$ cat src/rtl/alu_arbiter.sv
// Two-requester round-robin front end for a shared combinational ALU.
// One operation runs at a time: IDLE (grant) -> EXEC (ALU settles) -> RESP (hold response).
module alu_arbiter #(
   parameter int unsigned WIDTH = 4
) (
   input  logic             clk,
   input  logic             rst_n,
   input  logic [1:0]       req_valid,
   input  logic [WIDTH-1:0] req0_a,
   input  logic [WIDTH-1:0] req0_b,
   input  logic [WIDTH-1:0] req1_a,
   input  logic [WIDTH-1:0] req1_b,
   input  logic [1:0]       req0_op,
   input  logic [1:0]       req1_op,
   output logic [1:0]       req_ready,
   output logic [WIDTH-1:0] alu_a,
   output logic [WIDTH-1:0] alu_b,
   output logic [1:0]       alu_op,
   input  logic [WIDTH-1:0] alu_result,
   input  logic [3:0]       alu_flags,
   output logic             rsp_valid,
   output logic             rsp_id,
   output logic [WIDTH-1:0] rsp_result,
   output logic [3:0]       rsp_flags,
   input  logic             rsp_ready
);

   typedef enum logic [1:0] {StIdle, StExec, StResp} state_e;

   state_e           state_q, state_d;
   logic [WIDTH-1:0] a_q, a_d;
   logic [WIDTH-1:0] b_q, b_d;
   logic [1:0]       op_q, op_d;
   logic             gid_q, gid_d;
   logic             rsp_id_q, rsp_id_d;
   logic [WIDTH-1:0] rsp_result_q, rsp_result_d;
   logic [3:0]       rsp_flags_q, rsp_flags_d;
   logic             last_grant_q, last_grant_d;

   logic grant_en;
   logic grant_id;

   // On a tie the requester that was not served last wins.
   always_comb begin
      grant_id = 1'b0;
      case (req_valid)
         2'b01:   grant_id = 1'b0;
         2'b10:   grant_id = 1'b1;
         2'b11:   grant_id = ~last_grant_q;
         default: grant_id = 1'b0;
      endcase
      // Gated by rst_n so ready stays low while reset is held.
      grant_en  = rst_n && (state_q == StIdle) && (|req_valid);
      req_ready = grant_en ? (grant_id ? 2'b10 : 2'b01) : 2'b00;
   end

   always_comb begin
      state_d      = state_q;
      a_d          = a_q;
      b_d          = b_q;
      op_d         = op_q;
      gid_d        = gid_q;
      rsp_id_d     = rsp_id_q;
      rsp_result_d = rsp_result_q;
      rsp_flags_d  = rsp_flags_q;
      last_grant_d = last_grant_q;
      unique case (state_q)
         StIdle: begin
            if (grant_en) begin
               a_d     = grant_id ? req1_a  : req0_a;
               b_d     = grant_id ? req1_b  : req0_b;
               op_d    = grant_id ? req1_op : req0_op;
               gid_d   = grant_id;
               state_d = StExec;
            end
         end
         StExec: begin
            rsp_result_d = alu_result;
            rsp_flags_d  = alu_flags;
            rsp_id_d     = gid_q;
            state_d      = StResp;
         end
         StResp: begin
            if (rsp_ready) begin
               last_grant_d = rsp_id_q;
               state_d      = StIdle;
            end
         end
         default: state_d = StIdle;
      endcase
   end

   always_ff @(posedge clk or negedge rst_n) begin
      if (!rst_n) begin
         state_q      <= StIdle;
         a_q          <= '0;
         b_q          <= '0;
         op_q         <= 2'b00;
         gid_q        <= 1'b0;
         rsp_id_q     <= 1'b0;
         rsp_result_q <= '0;
         rsp_flags_q  <= 4'b0000;
         last_grant_q <= 1'b1;
      end else begin
         state_q      <= state_d;
         a_q          <= a_d;
         b_q          <= b_d;
         op_q         <= op_d;
         gid_q        <= gid_d;
         rsp_id_q     <= rsp_id_d;
         rsp_result_q <= rsp_result_d;
         rsp_flags_q  <= rsp_flags_d;
         last_grant_q <= last_grant_d;
      end
   end

   assign alu_a      = a_q;
   assign alu_b      = b_q;
   assign alu_op     = op_q;
   assign rsp_valid  = (state_q == StResp);
   assign rsp_id     = rsp_id_q;
   assign rsp_result = rsp_result_q;
   assign rsp_flags  = rsp_flags_q;

endmodule
$ cat config.mk
export PLATFORM = sky130hd
export DESIGN_NAME = alu_arbiter
export DESIGN_NICKNAME = d
export VERILOG_FILES = /design/src/rtl/alu_arbiter.sv
export SDC_FILE = /design/constraint.sdc
export NUM_CORES = 1
export LEC_CHECK = 0
export CAP_MARGIN = 20
export CORE_UTILIZATION = 35
export DETAILED_ROUTE_END_ITERATION = 12
export DONT_BUFFER_PORTS = 1
export GPL_ROUTABILITY_DRIVEN = 1
export PLACE_DENSITY = 0.54
export SETUP_SLACK_MARGIN = 0.05
export SLEW_MARGIN = 20
export SYNTH_ARGS = -nofsm -noshare
export SYNTH_HDL_FRONTEND = slang
export SYNTH_SLANG_ARGS = --single-unit
$ cat constraint.sdc
create_clock -name clk -period 1.5 [get_ports clk]
set_input_delay 0.15 -clock clk [delete_from_list [all_inputs] [get_ports clk]]
set_output_delay 0.15 -clock clk [all_outputs]
set_load 0.005 [all_outputs]
; Word level (Yosys, flattened, before mapping)
; Index checks and enable logic that the tools add are counted.
[word_totals]
ff_bits = 23
output_inout_bits = 22
[op_classes]
n_eq_ne = 6
n_mux = 9
n_bitwise = 1
n_reduce_logical = 7
[op_table]
columns = op, n
row1 = 2-bit 2-to-1 mux, 5
row2 = 4-bit 2-to-1 mux, 2
row3 = "2-bit == test, second input constant", 3
row4 = 2-bit case mux with 3 select lines, 1
row5 = 2-bit AND reduction, 3
row6 = "2-bit by 1-bit == test with 1-bit output, second input constant", 1
row7 = 1-bit logical AND, 2
row8 = 2-bit zero test, 1
row9 = "2-bit by 1-bit != test with 1-bit output, second input constant", 1
row10 = "2-bit != test, second input constant", 1
row11 = 1-bit case mux with 2 select lines, 1
row12 = 2-bit OR reduction, 1
row13 = 1-bit NOT, 1

; Longest topological paths before layout
[depth]
word_depth = 5
ltp_mapped = 4
depth_no_buf = 4

; Worst setup path after synthesis
; No wires, ideal clock.
[synth_path]
path_type = register to register
from = register state_q[1]
to = register a_q[0], in the netlist alu_a[0]
setup_time_ns = 0.126
arrival_time_ns = 1.361
setup_slack_ns = 0.013
stages_incl_launch_ff = 5
path_buffers = 1
period_less_slack_ns = 1.487
path_cell_list = dfrtp_1 -> or3b_4 -> o21bai_4 -> buf_6 -> a221o_1
[synth_via]
elab_chain_len = 4
[synth_lines]
columns = item, line_no
row1 = start: declaration, 30  ; state_e state_q, state_d;
row2 = start signal: assignment, 95  ; state_q <= StIdle;
row3 = start signal: assignment, 105  ; state_q <= state_d;
row4 = 2-bit zero test *, "53, 67"
row5 = 1-bit logical AND (2 in series), 53  ; grant_en = rst_n && (state_q == StIdle) && (|req_valid);
row6 = 2-bit AND reduction (no line) *, --
row7 = end signal: assignment, 96  ; a_q <= '0;
row8 = end signal: assignment, 106  ; a_q <= a_d;
row9 = end: declaration, 31  ; logic [WIDTH-1:0] a_q, a_d;
; Mark *: on every way between the ends. The rest lies on a longest branch, timed or not.
; A chain may end at the register's enable or synchronous reset.

; Worst setup path after layout
[layout_path]
from = register state_q[0]
to = output port req_ready[1]
[layout_via]
elab_chain_len = 4
[layout_lines]
columns = item, line_no
row1 = 2-bit zero test, 53
row2 = 1-bit logical AND (2 in series), 53
row3 = 2-bit 2-to-1 mux, 54  ; req_ready = grant_en ? (grant_id ? 2'b10 : 2'b01) : 2'b00;
row4 = end: declaration, 15  ; output logic [1:0] req_ready,
; No other way between the ends.

==> impl_results.md <==
* Die Wd at 55.6 um
* Placed cell count at 113
* Row cnt at 19
* Largest net degree at the start of global routing at 24
* Synth Net Count at ~120
* Area of the core at approximately 2700 um2
* Vias in the first global route at 775
* VDD IR max at ~0.00097 V
* Initial DRC count at 20
* Crit. Startpoint: state_q[0]
* Layout cells sized above 1 at 27.0%
* TritonCTS sink count at 23
* Net count reported at finish at 145
* Antenna violations before repair at 0
* Slew at the pin closest to its max-slew limit at just over 0.5 ns
* Reg2reg path depth at 4
* # fillers at about 260
* WL final at approximately 2300 um
* Cell Count, Final, Fillers Out at between 100 and 150
* #FFs+latches synth at 23
* RSZ-0062 raised after global routing: true
* DP HPWL at between 1000 and 1500 um
* R2r setup slk at -0.07 ns
* Initial Utilization at between 30% and 40%
* CTS Buffer Depth at 2
* Hold Slack at around 0.0055 ns
* Post-layout total power at about 2000 uW
* Top cell type's share of synthesized area at approximately 55%
* Min-delay src: req_valid[0]
* Final core occ at about half
* Synth-to-Final Area Change at 35.3%
* Failing checks: negative setup slack
* DR vias at around 770
* GP Congestion at about 0.67
* Clock-pin slew on the worst setup and hold paths at roughly 0.13 ns
* Synthesized cell area at 1010 um2
* Final worst slack at -0.211 ns
* Pre-antenna DRT Iters at 3
* I/O pin cnt at 55
* WP data arrival at approximately 1.6 ns
* Fmax at approximately 0.58 GHz
* RR Startpoint: state_q[0]
* # Max-Cap Violations at 0
* Power per cell area at roughly 1500 nW/um2
* Synth Flop Type: dfrtp_1
* Area contributors post-synth: dfrtp_1 (55%), mux2_2 (11%), a221o_1 (9.9%), nor3_1 (5.0%), nand2_1 (4.1%)
* Count of cell types in the netlist at 18
* H-Tree Depth at 1
* Post-DR wirelength/cell at ~16 um
* Worst-Skew Late Latency at between 0.3 and 0.4 ns
* Top-count cell post-synth: dfrtp_1
* CTS tree: yes
* Worst EP required at approximately 1.4 ns
* Hold Vio Cnt, Final at 0
* Die area at 3100 um2
* HP Class: in2reg
* First-pass GRT wire length at 3770 um
* Global route overflow at 0
* Port bufs at 0
* WS Path Type: reg2out
* Num CTS Buffers at 3
* Clock root cell: clkbuf_4
* Pins Over Slew Limit at 0
* Worst hold path cell count at 2
* Seq. cell area at approximately 580 um2
* Top cells by count, synth: dfrtp_1 (22), nand2_1 (11), a221o_1 (10), mux2_2 (10), nor3_1 (10)
* Critical R2R Capture: alu_b[0]
* Total global-route track usage at about 16%
* Worst-path fanout max at 3
* Synth warn at 0
* Slew headroom at roughly 66%
* Status: finished, violations left
* Final ANT Viol Nets at 0
* Worst setup EP type: output pin
* Number of synthesized flops with an enable pin at 0
* Post-Syn Instances at ~80
* Synth area leader: dfrtp_1
* Crit share post-route at 114%
* Leak Pwr at between 0.0005 and 0.0006 uW
* DRC viols at 0
* Avg Cell Area, Syn at approximately 12 um2
* Startpoint types: register
* Min Tclk post-route at around 1.7 ns
* Ant diodes at 0
* Ys async rst share at between 90% and 100%
* Area of the multi-input gates at approximately 430 um2
* Clock Skew at about 0.0086 ns
* Setup violations, final at 12
* Register area share after synthesis at a little under three fifths
* Die span in y at between 50 and 60 um
* Hold EP: state_q[0]
* Vias/cell at 5.42
power by group:
group | internal [uW] | switching (uW)
Clock | 104 | 183
Sequential | 914 | 227
Combinational | 372 | 226
Total | 1390 | 636
worst max-delay path: stages, from the launching register on:
cell	delay, ns
dfrtp_1	0.40
or3b_4	0.43
a211oi_4	0.21
buf_6	0.14
buf_6	0.08
layout by cell type (no fill, tap or decap), drive strengths merged:
cell type,n
dfstp,1
inv,3
nor3,10
or3b,1
buf,10
o21bai,2
a221o,10
mux2,10
a21o,1
nor2b,1
o21ai,1
dlygate4sd3,20
nand2,11
clkbuf,4
a211oi,1
nand2b,2
nor3b,1
dfrtp,22
per-layer routing:
| layer | routed length (um) | vias up | track usage (%) |
|---|---|---|---|
| met5 | 0 | - | 0 |
| met4 | 11 | 0 | 4.29 |
| met1 | 1010 | 370 | 19.5 |
| met3 | 162 | 2 | 4.88 |
| met2 | 1140 | 38 | 27.4 |
| li1 | - | 359 | - |
sequential cells by signal, indices dropped and copies added (netlist names):
name / cells
alu_op: 2
state_q: 2
rsp_id: 1
alu_a: 4
alu_b: 4
rsp_flags: 4
gid_q: 1
rsp_result: 4
last_grant_q: 1
through the flow:
step / TNS [ns] / area [um2] / setup WS, ns
2_1_floorplan: 0 / 1010 / 0.0133
3_3_place_gp: 0 / 1060 / 0.0356
3_5_place_dp: -0.164 / 1060 / -0.0491
4_1_cts: -1.96 / 1360 / -0.224
5_1_grt: -1.56 / 1360 / -0.279
6_report: -0.954 / 1360 / -0.211
what timing repair did:
action                                 in CTS  in global routing
setup endpoints to repair                  13                 13
hold buffers                               20                  1
buffers inserted                            5                  1
resized for setup                           5                  4
gates cloned                                1                  0
pin swaps                                   4                  2
endpoints found under the hold margin      43                 22
final cells by class:
type	count	area share [%]
Clock buffer	4	1.93
Timing Repair Buffer	30	20.8
Sequential cell	23	42.3
Tap cell	31	2.85
Inverter	3	0.826
Multi-Input combinational cell	51	31.2
logic make-up after synthesis:
family | share of synthesized area [%]
buffers and inverters | 4.47
and+or+nand+nor | 12.8
AOI/OAI and AO/OA | 14.3
DFF | 57.3
muxes | 11.2
worst max path at each step:
stage	endpoint	cells after the start	slack (ns)
CTS	req_ready[1]	4	-0.22
global route	req_ready[1]	4	-0.28
global placement	alu_b[1]	3	0.04
detailed placement	alu_a[0]	3	-0.05
finish	req_ready[1]	4	-0.21
floorplan	alu_a[0]	4	0.01
Power figures use the tool's default switching activity.
